$ cat config.mk
export PLATFORM = sky130hd
export DESIGN_NAME = step_command_planner
export DESIGN_NICKNAME = d
export VERILOG_FILES = /design/src/rtl/motor_pkg.sv /design/src/rtl/axis_delta_calc.sv /design/src/rtl/step_command_planner.sv
export SDC_FILE = /design/constraint.sdc
export NUM_CORES = 1
export LEC_CHECK = 0
export CAP_MARGIN = 10
export CORE_MARGIN = 1
export CORE_UTILIZATION = 43
export CTS_BUF_LIST = sky130_fd_sc_hd__clkbuf_8
export CTS_CLUSTER_DIAMETER = 200
export DETAILED_ROUTE_END_ITERATION = 16
export DONT_BUFFER_PORTS = 1
export PLACE_DENSITY_LB_ADDON = 0.08
export SYNTH_ARGS = -nofsm -noshare
export SYNTH_HDL_FRONTEND = slang
export SYNTH_HIERARCHICAL = 1
export SYNTH_SLANG_ARGS = --single-unit
export TNS_END_PERCENT = 1
$ cat constraint.sdc
create_clock -name clock -period 10.1 [get_ports clock]
set_input_delay 1.01 -clock clock [delete_from_list [all_inputs] [get_ports clock]]
set_output_delay 1.01 -clock clock [all_outputs]
set_load 0.01 [all_outputs]
$ cat src/rtl/motor_pkg.sv
// Shared types and constants for the three-axis step planner and its
// per-axis delta calculator.
package motor_pkg;

   typedef enum logic [2:0] {
      IDLE,
      CALC,
      PULSE,
      WAIT_BUSY,
      WAIT_DONE
   } state_t;

   localparam int STEP_W  = 16;
   localparam int DIR_BIT = STEP_W - 1;

endpackage

$ cat src/rtl/axis_delta_calc.sv
// One axis of the move computation: clamps (target - pos) to +/-MAX_STEP
// and reports whether the clamp engaged.
module axis_delta_calc
   import motor_pkg::*;
#(
   parameter int MAX_STEP = 4000
) (
   input  logic signed [STEP_W-1:0] target,
   input  logic signed [STEP_W-1:0] pos,
   output logic signed [STEP_W-1:0] delta,
   output logic                     sat,
   output logic signed [STEP_W-1:0] next_pos
);

   localparam logic signed [STEP_W:0] LIM     = (STEP_W+1)'(MAX_STEP);
   localparam logic signed [STEP_W:0] NEG_LIM = -LIM;

   logic signed [STEP_W:0] diff;

   // One extra bit so opposite-signed endpoints cannot overflow the difference.
   always_comb begin
      diff  = {target[DIR_BIT], target} - {pos[DIR_BIT], pos};
      sat   = 1'b0;
      delta = diff[STEP_W-1:0];
      if (diff > LIM) begin
         delta = LIM[STEP_W-1:0];
         sat   = 1'b1;
      end else if (diff < NEG_LIM) begin
         delta = NEG_LIM[STEP_W-1:0];
         sat   = 1'b1;
      end
      next_pos = pos + delta;
   end

endmodule

$ cat src/rtl/step_command_planner.sv
// Three-axis step command planner: turns absolute targets into saturated
// per-move deltas and handshakes each move with the motor driver.
// Optional soft position limits: define STEP_PLANNER_SOFT_LIMIT_EN.
module step_command_planner
   import motor_pkg::*;
#(
   parameter int MAX_STEP     = 4000,
   parameter int PULSE_CYCLES = 4,
   parameter int BUSY_TIMEOUT = 1024,
   parameter int POS_MIN      = -20000,
   parameter int POS_MAX      = 20000
) (
   input  logic              clock,
   input  logic              reset,
   input  logic              target_valid,
   input  logic [STEP_W-1:0] m1_target,
   input  logic [STEP_W-1:0] m2_target,
   input  logic [STEP_W-1:0] m3_target,
   input  logic              zero_pos,
   input  logic              driver_ready,
   output logic [STEP_W-1:0] m1_steps,
   output logic [STEP_W-1:0] m2_steps,
   output logic [STEP_W-1:0] m3_steps,
   output logic              drive_signal_out,
   output logic [STEP_W-1:0] m1_pos,
   output logic [STEP_W-1:0] m2_pos,
   output logic [STEP_W-1:0] m3_pos,
   output logic              busy,
   output logic              target_dropped,
   output logic              fault
);

   localparam int NUM_AXES = 3;
   localparam int CNT_W    = $clog2(BUSY_TIMEOUT + PULSE_CYCLES) + 2;

   if (MAX_STEP < 1 || MAX_STEP > 16383 || POS_MIN > POS_MAX) begin : g_param_err
      $error("step_command_planner: bad MAX_STEP or position limits");
   end

   state_t                            state, state_nxt;
   logic                              rdy_meta, rdy_s;
   logic                              pending, any_move, any_sat, timeout;
   logic [CNT_W-1:0]                  cnt;
   logic [NUM_AXES-1:0][STEP_W-1:0]   tgt_in, tgt_cap, hold, pos, steps, delta, pos_nxt;
   logic [NUM_AXES-1:0]               sat;

   assign tgt_in = {m3_target, m2_target, m1_target};

`ifdef STEP_PLANNER_SOFT_LIMIT_EN
   always_comb begin
      tgt_cap = tgt_in;
      for (int i = 0; i < NUM_AXES; i++) begin
         if ($signed(tgt_in[i]) < POS_MIN)
            tgt_cap[i] = STEP_W'(POS_MIN);
         else if ($signed(tgt_in[i]) > POS_MAX)
            tgt_cap[i] = STEP_W'(POS_MAX);
      end
   end
`else
   assign tgt_cap = tgt_in;
`endif

   for (genvar i = 0; i < NUM_AXES; i++) begin : g_axis
      axis_delta_calc #(.MAX_STEP(MAX_STEP)) u_calc (
         .target   (hold[i]),
         .pos      (pos[i]),
         .delta    (delta[i]),
         .sat      (sat[i]),
         .next_pos (pos_nxt[i])
      );
   end

   always_comb begin
      state_nxt = state;
      any_move  = |delta;
      any_sat   = |sat;
      timeout   = (state == WAIT_BUSY) && rdy_s && (cnt == CNT_W'(BUSY_TIMEOUT - 1));
      case (state)
         // A target arriving this cycle lands in hold at the same edge, so CALC sees it.
         IDLE:      if (!zero_pos && (pending || target_valid) && rdy_s) state_nxt = CALC;
         CALC:      state_nxt = any_move ? PULSE : IDLE;
         PULSE:     if (cnt == CNT_W'(PULSE_CYCLES - 1)) state_nxt = WAIT_BUSY;
         WAIT_BUSY: if (!rdy_s) state_nxt = WAIT_DONE;
                    else if (timeout) state_nxt = IDLE;
         WAIT_DONE: if (rdy_s) state_nxt = IDLE;
         default:   state_nxt = IDLE;
      endcase
   end

   always_ff @(posedge clock) begin
      if (reset) begin
         state          <= IDLE;
         rdy_meta       <= 1'b0;
         rdy_s          <= 1'b0;
         pending        <= 1'b0;
         cnt            <= '0;
         hold           <= '0;
         pos            <= '0;
         steps          <= '0;
         target_dropped <= 1'b0;
         fault          <= 1'b0;
      end else begin
         state          <= state_nxt;
         rdy_meta       <= driver_ready;
         rdy_s          <= rdy_meta;
         cnt            <= (state_nxt != state) ? '0 : cnt + 1'b1;
         target_dropped <= target_valid && pending && (state != CALC);
         if (target_valid)
            hold <= tgt_cap;
         // Saturated moves keep the target pending so the remainder follows.
         if (target_valid)
            pending <= 1'b1;
         else if (state == CALC)
            pending <= any_sat;
         if (state == IDLE && zero_pos)
            pos <= '0;
         if (state == CALC) begin
            steps <= delta;
            pos   <= pos_nxt;
         end
         if (timeout)
            fault <= 1'b1;
      end
   end

   assign {m3_steps, m2_steps, m1_steps} = steps;
   assign {m3_pos, m2_pos, m1_pos}       = pos;
   assign drive_signal_out               = (state == PULSE);
   assign busy                           = (state != IDLE);

endmodule

==> impl_metrics.env <==
export IMPL_status="finished clean"
export IMPL_grt_pass1_vias=9224
export IMPL_hold_viol=0
export IMPL_rsz0062_at_grt="false"
export IMPL_ys_flop_type="dfxtp_1"
export IMPL_synth_edf_count=0
export IMPL_core_sq_um=25980
export IMPL_die_height_microns=164.3
export IMPL_max_freq_mhz=169.3
export IMPL_hold_end="rdy_s"
export IMPL_critPathLaunchType="flop"
export IMPL_worst_pin_slew_ps=1023
export IMPL_min_from="rdy_meta"
export IMPL_start_util_pct=43.61
export IMPL_finalMaxSlewViolations=0
export IMPL_yosysMostFrequentCell="dfxtp_1"
export IMPL_required_ps=10510
export IMPL_drtAntennaViolNets=0
export IMPL_setup_tns_ps=0
export IMPL_synth_nets=1572
export IMPL_numPortBuffers=0
export IMPL_multi_input_area_sq_um=7448
export IMPL_wl_per_cell_microns=17.84
export IMPL_power_density_nw_per_um2=141.7
export IMPL_nFillCells=2671
export IMPL_place_ws_ps=4223
export IMPL_netlist_area_leader_share_pct=29.15
export IMPL_yosys_top_cells_area="dfxtp_1, ha_1, nor2_1, a21oi_1, xnor2_1"
export IMPL_avgViaCountPerCell=5.720
export IMPL_ys_ff_latch=165
export IMPL_crit_type="reg2reg"
export IMPL_r2r_setup_slack_ps=4190
export IMPL_clk_pin_slew_ps=110
export IMPL_dr_pass1_iters=5
export IMPL_synth_cell_type_count=90
export IMPL_synth_area_sq_um=11330
export IMPL_cap_violations=0
export IMPL_clock_path_buffers=2
export IMPL_stdcell_area_sq_um=11950
export IMPL_worst_slack_ps=4194
export IMPL_grt_pass1_wl_microns=48470
export IMPL_cp_end_kind="flop"
export IMPL_post_dp_hpwl_microns=22300
export IMPL_cts_buffers=17
export IMPL_path_max_fanout=8
export IMPL_r2r_end="m1_pos[14]"
export IMPL_syn_area_per_cell_sq_um=7.985
export IMPL_fp_row_count=59
export IMPL_die_area_sq_um=27000
export IMPL_area_growth_pct=5.499
export IMPL_nets=1536
export IMPL_grt_max_degree=153
export IMPL_grt_antenna_before_repair=0
export IMPL_netlist_top_cells_count="dfxtp_1, nor2_1, nand2_1"
export IMPL_min_path_type="reg2reg"
export IMPL_async_flop_share_pct=0
export IMPL_cts_resized=0
export IMPL_ctsHtreeMaxLevel=4
export IMPL_finClkSkew_ps=16.17
export IMPL_leakage_uw=0.004737
export IMPL_yosysWarnings=6
export IMPL_cts_sinks=165
export IMPL_diodes=0
export IMPL_hold_depth=1
export IMPL_die_x_microns=164.3
export IMPL_drt_drc_violations_left=0
export IMPL_finalCritPeriodShare_pct=58.47
export IMPL_drt_iter0_drc=643
export IMPL_arrival_ps=6320
export IMPL_setup_viol=0
export IMPL_synth_largest_area_cell="dfxtp_1"
export IMPL_cts_root_buffer="clkbuf_8"
export IMPL_postSynthCellCount=1419
export IMPL_drive_gt1_share_pct=5.372
export IMPL_post_cts_buffers=0
export IMPL_grt_usage_pct=22.79
export IMPL_max_slew_margin_rel_pct=31.49
export IMPL_worst_skew_pair_late_latency_ps=480
export IMPL_wl_microns=30880
export IMPL_overflow=0
export IMPL_io_pins=153
export IMPL_layout_area_seq_sq_um=3303
export IMPL_dpl_instance_area_sq_um=11560
export IMPL_ff2ff_path_depth=21
export IMPL_place_gp_congestion=0.8654
export IMPL_cts_tree="done"
export IMPL_min_period_ps=5906
export IMPL_seq_area_frac_synth_pct=29.15
export IMPL_worstReg2RegStart="m1_pos[1]"
export IMPL_peakVddDrop_v=0.00005747
export IMPL_vias=9902
export IMPL_cts_hold_buf=0
cell type report:
cell class,instances,area share (%)
Clock buffer,17,1.957
Clock inverter,15,1.329
Inverter,96,3.014
Multi-Input combinational cell,1099,62.31
Sequential cell,165,27.63
Tap cell,335,3.506
Timing Repair Buffer,4,0.2512
cells by family after synthesis:
logic type | Yosys count | share of synthesized area, %
buffers and inverters | 155 | 5.267
AND/OR/NAND/NOR | 487 | 20.36
adder cells (fa/ha/maj) | 100 | 11.44
AO/OA/AOI/OAI | 382 | 23.15
multiplexers | 52 | 4.605
XOR/XNOR | 78 | 6.029
flip-flops | 165 | 29.15
stage by stage:
step | total power, uW | cells | util, % | hold WS (ps)
after floorplan | 1106 | 1419 | - | 413.8
after global placement | 1200 | 1699 | 44.49 | 440.4
after detailed placement | 1202 | 1699 | 44.49 | 441.8
after CTS | 1710 | 1731 | 46.00 | 449.9
after global routing | 1790 | 1731 | 46.00 | 460.4
final | 1694 | 1731 | 46.00 | 455.8
layer usage:
layer | track usage, % | vias up | share of wire (%)
li1 | - | 5006 | -
met1 | 30.56 | 4658 | 48
met2 | 37.17 | 212 | 46
met3 | 4.040 | 26 | 4.5
met4 | 6.481 | 0 | 1.4
met5 | 0 | - | 0
cell usage in the layout, fill, tap and decap left out, types with 6 or more instances in the layout:
cell / n
fa_1: 6
o2111ai_1: 7
nor2b_1: 15
a211oi_1: 14
xnor2_1: 59
inv_8: 6
a21o_1: 23
clkbuf_8: 17
o21a_1: 16
and3_1: 12
nor3_1: 35
or3_1: 6
nor4_1: 20
nand2b_1: 20
o21ai_0: 46
a22oi_1: 53
mux2i_1: 51
nand4_1: 12
nor2_1: 163
nand3b_1: 8
a21oi_1: 120
o211ai_1: 6
nand3_1: 24
nand2_1: 132
inv_1: 96
and2_1: 8
xor2_1: 19
o31ai_1: 9
a31oi_1: 11
dfxtp_1: 165
ha_1: 94
critical path: stages, from the launching register on:
cell and delay [ps]:
dfxtp_1 500, inv_1 130, ha_1 290, nor2b_1 140
o31a_1 300, o31ai_4 360, o311ai_4 170, a311oi_2 290
xnor2_1 220, or4_1 690, o22ai_1 320, ha_1 340
nor2b_1 150, o21a_1 170, o21ai_0 220, a21oi_1 130
o2111ai_1 290, a31oi_1 190, or4b_2 660, nand3_1 110
a22oi_1 80, nor2_1 110
worst max-delay path by stage:
| stage | from | to | slack, ps | depth (start not counted) |
|---|---|---|---|---|
| final | m1_pos[1] | m1_pos[14] | 4190 | 21 |
| after global routing | m2_pos[0] | m2_pos[14] | 3770 | 23 |
| after CTS | m1_pos[1] | m1_pos[14] | 4180 | 21 |
| after detailed placement | m1_pos[1] | m1_pos[14] | 4220 | 21 |
| after global placement | m1_pos[1] | m1_pos[14] | 4400 | 21 |
| after floorplan | m1_pos[1] | m1_pos[14] | 4910 | 22 |
state kept, by name, summed over array words and instances (netlist names):
register,cells
cnt,13
fault,1
hold,48
m1_pos,16
m1_steps,16
m2_pos,16
m2_steps,16
m3_pos,16
m3_steps,16
pending,1
rdy_meta,1
rdy_s,1
state,3
target_dropped,1
report_power, final:
group	switching, uW	internal [uW]
clock network	314	187
registers	15.0	667
logic	308	203
total	637	1060
Note: power is estimated with default switching activity, not from simulation.
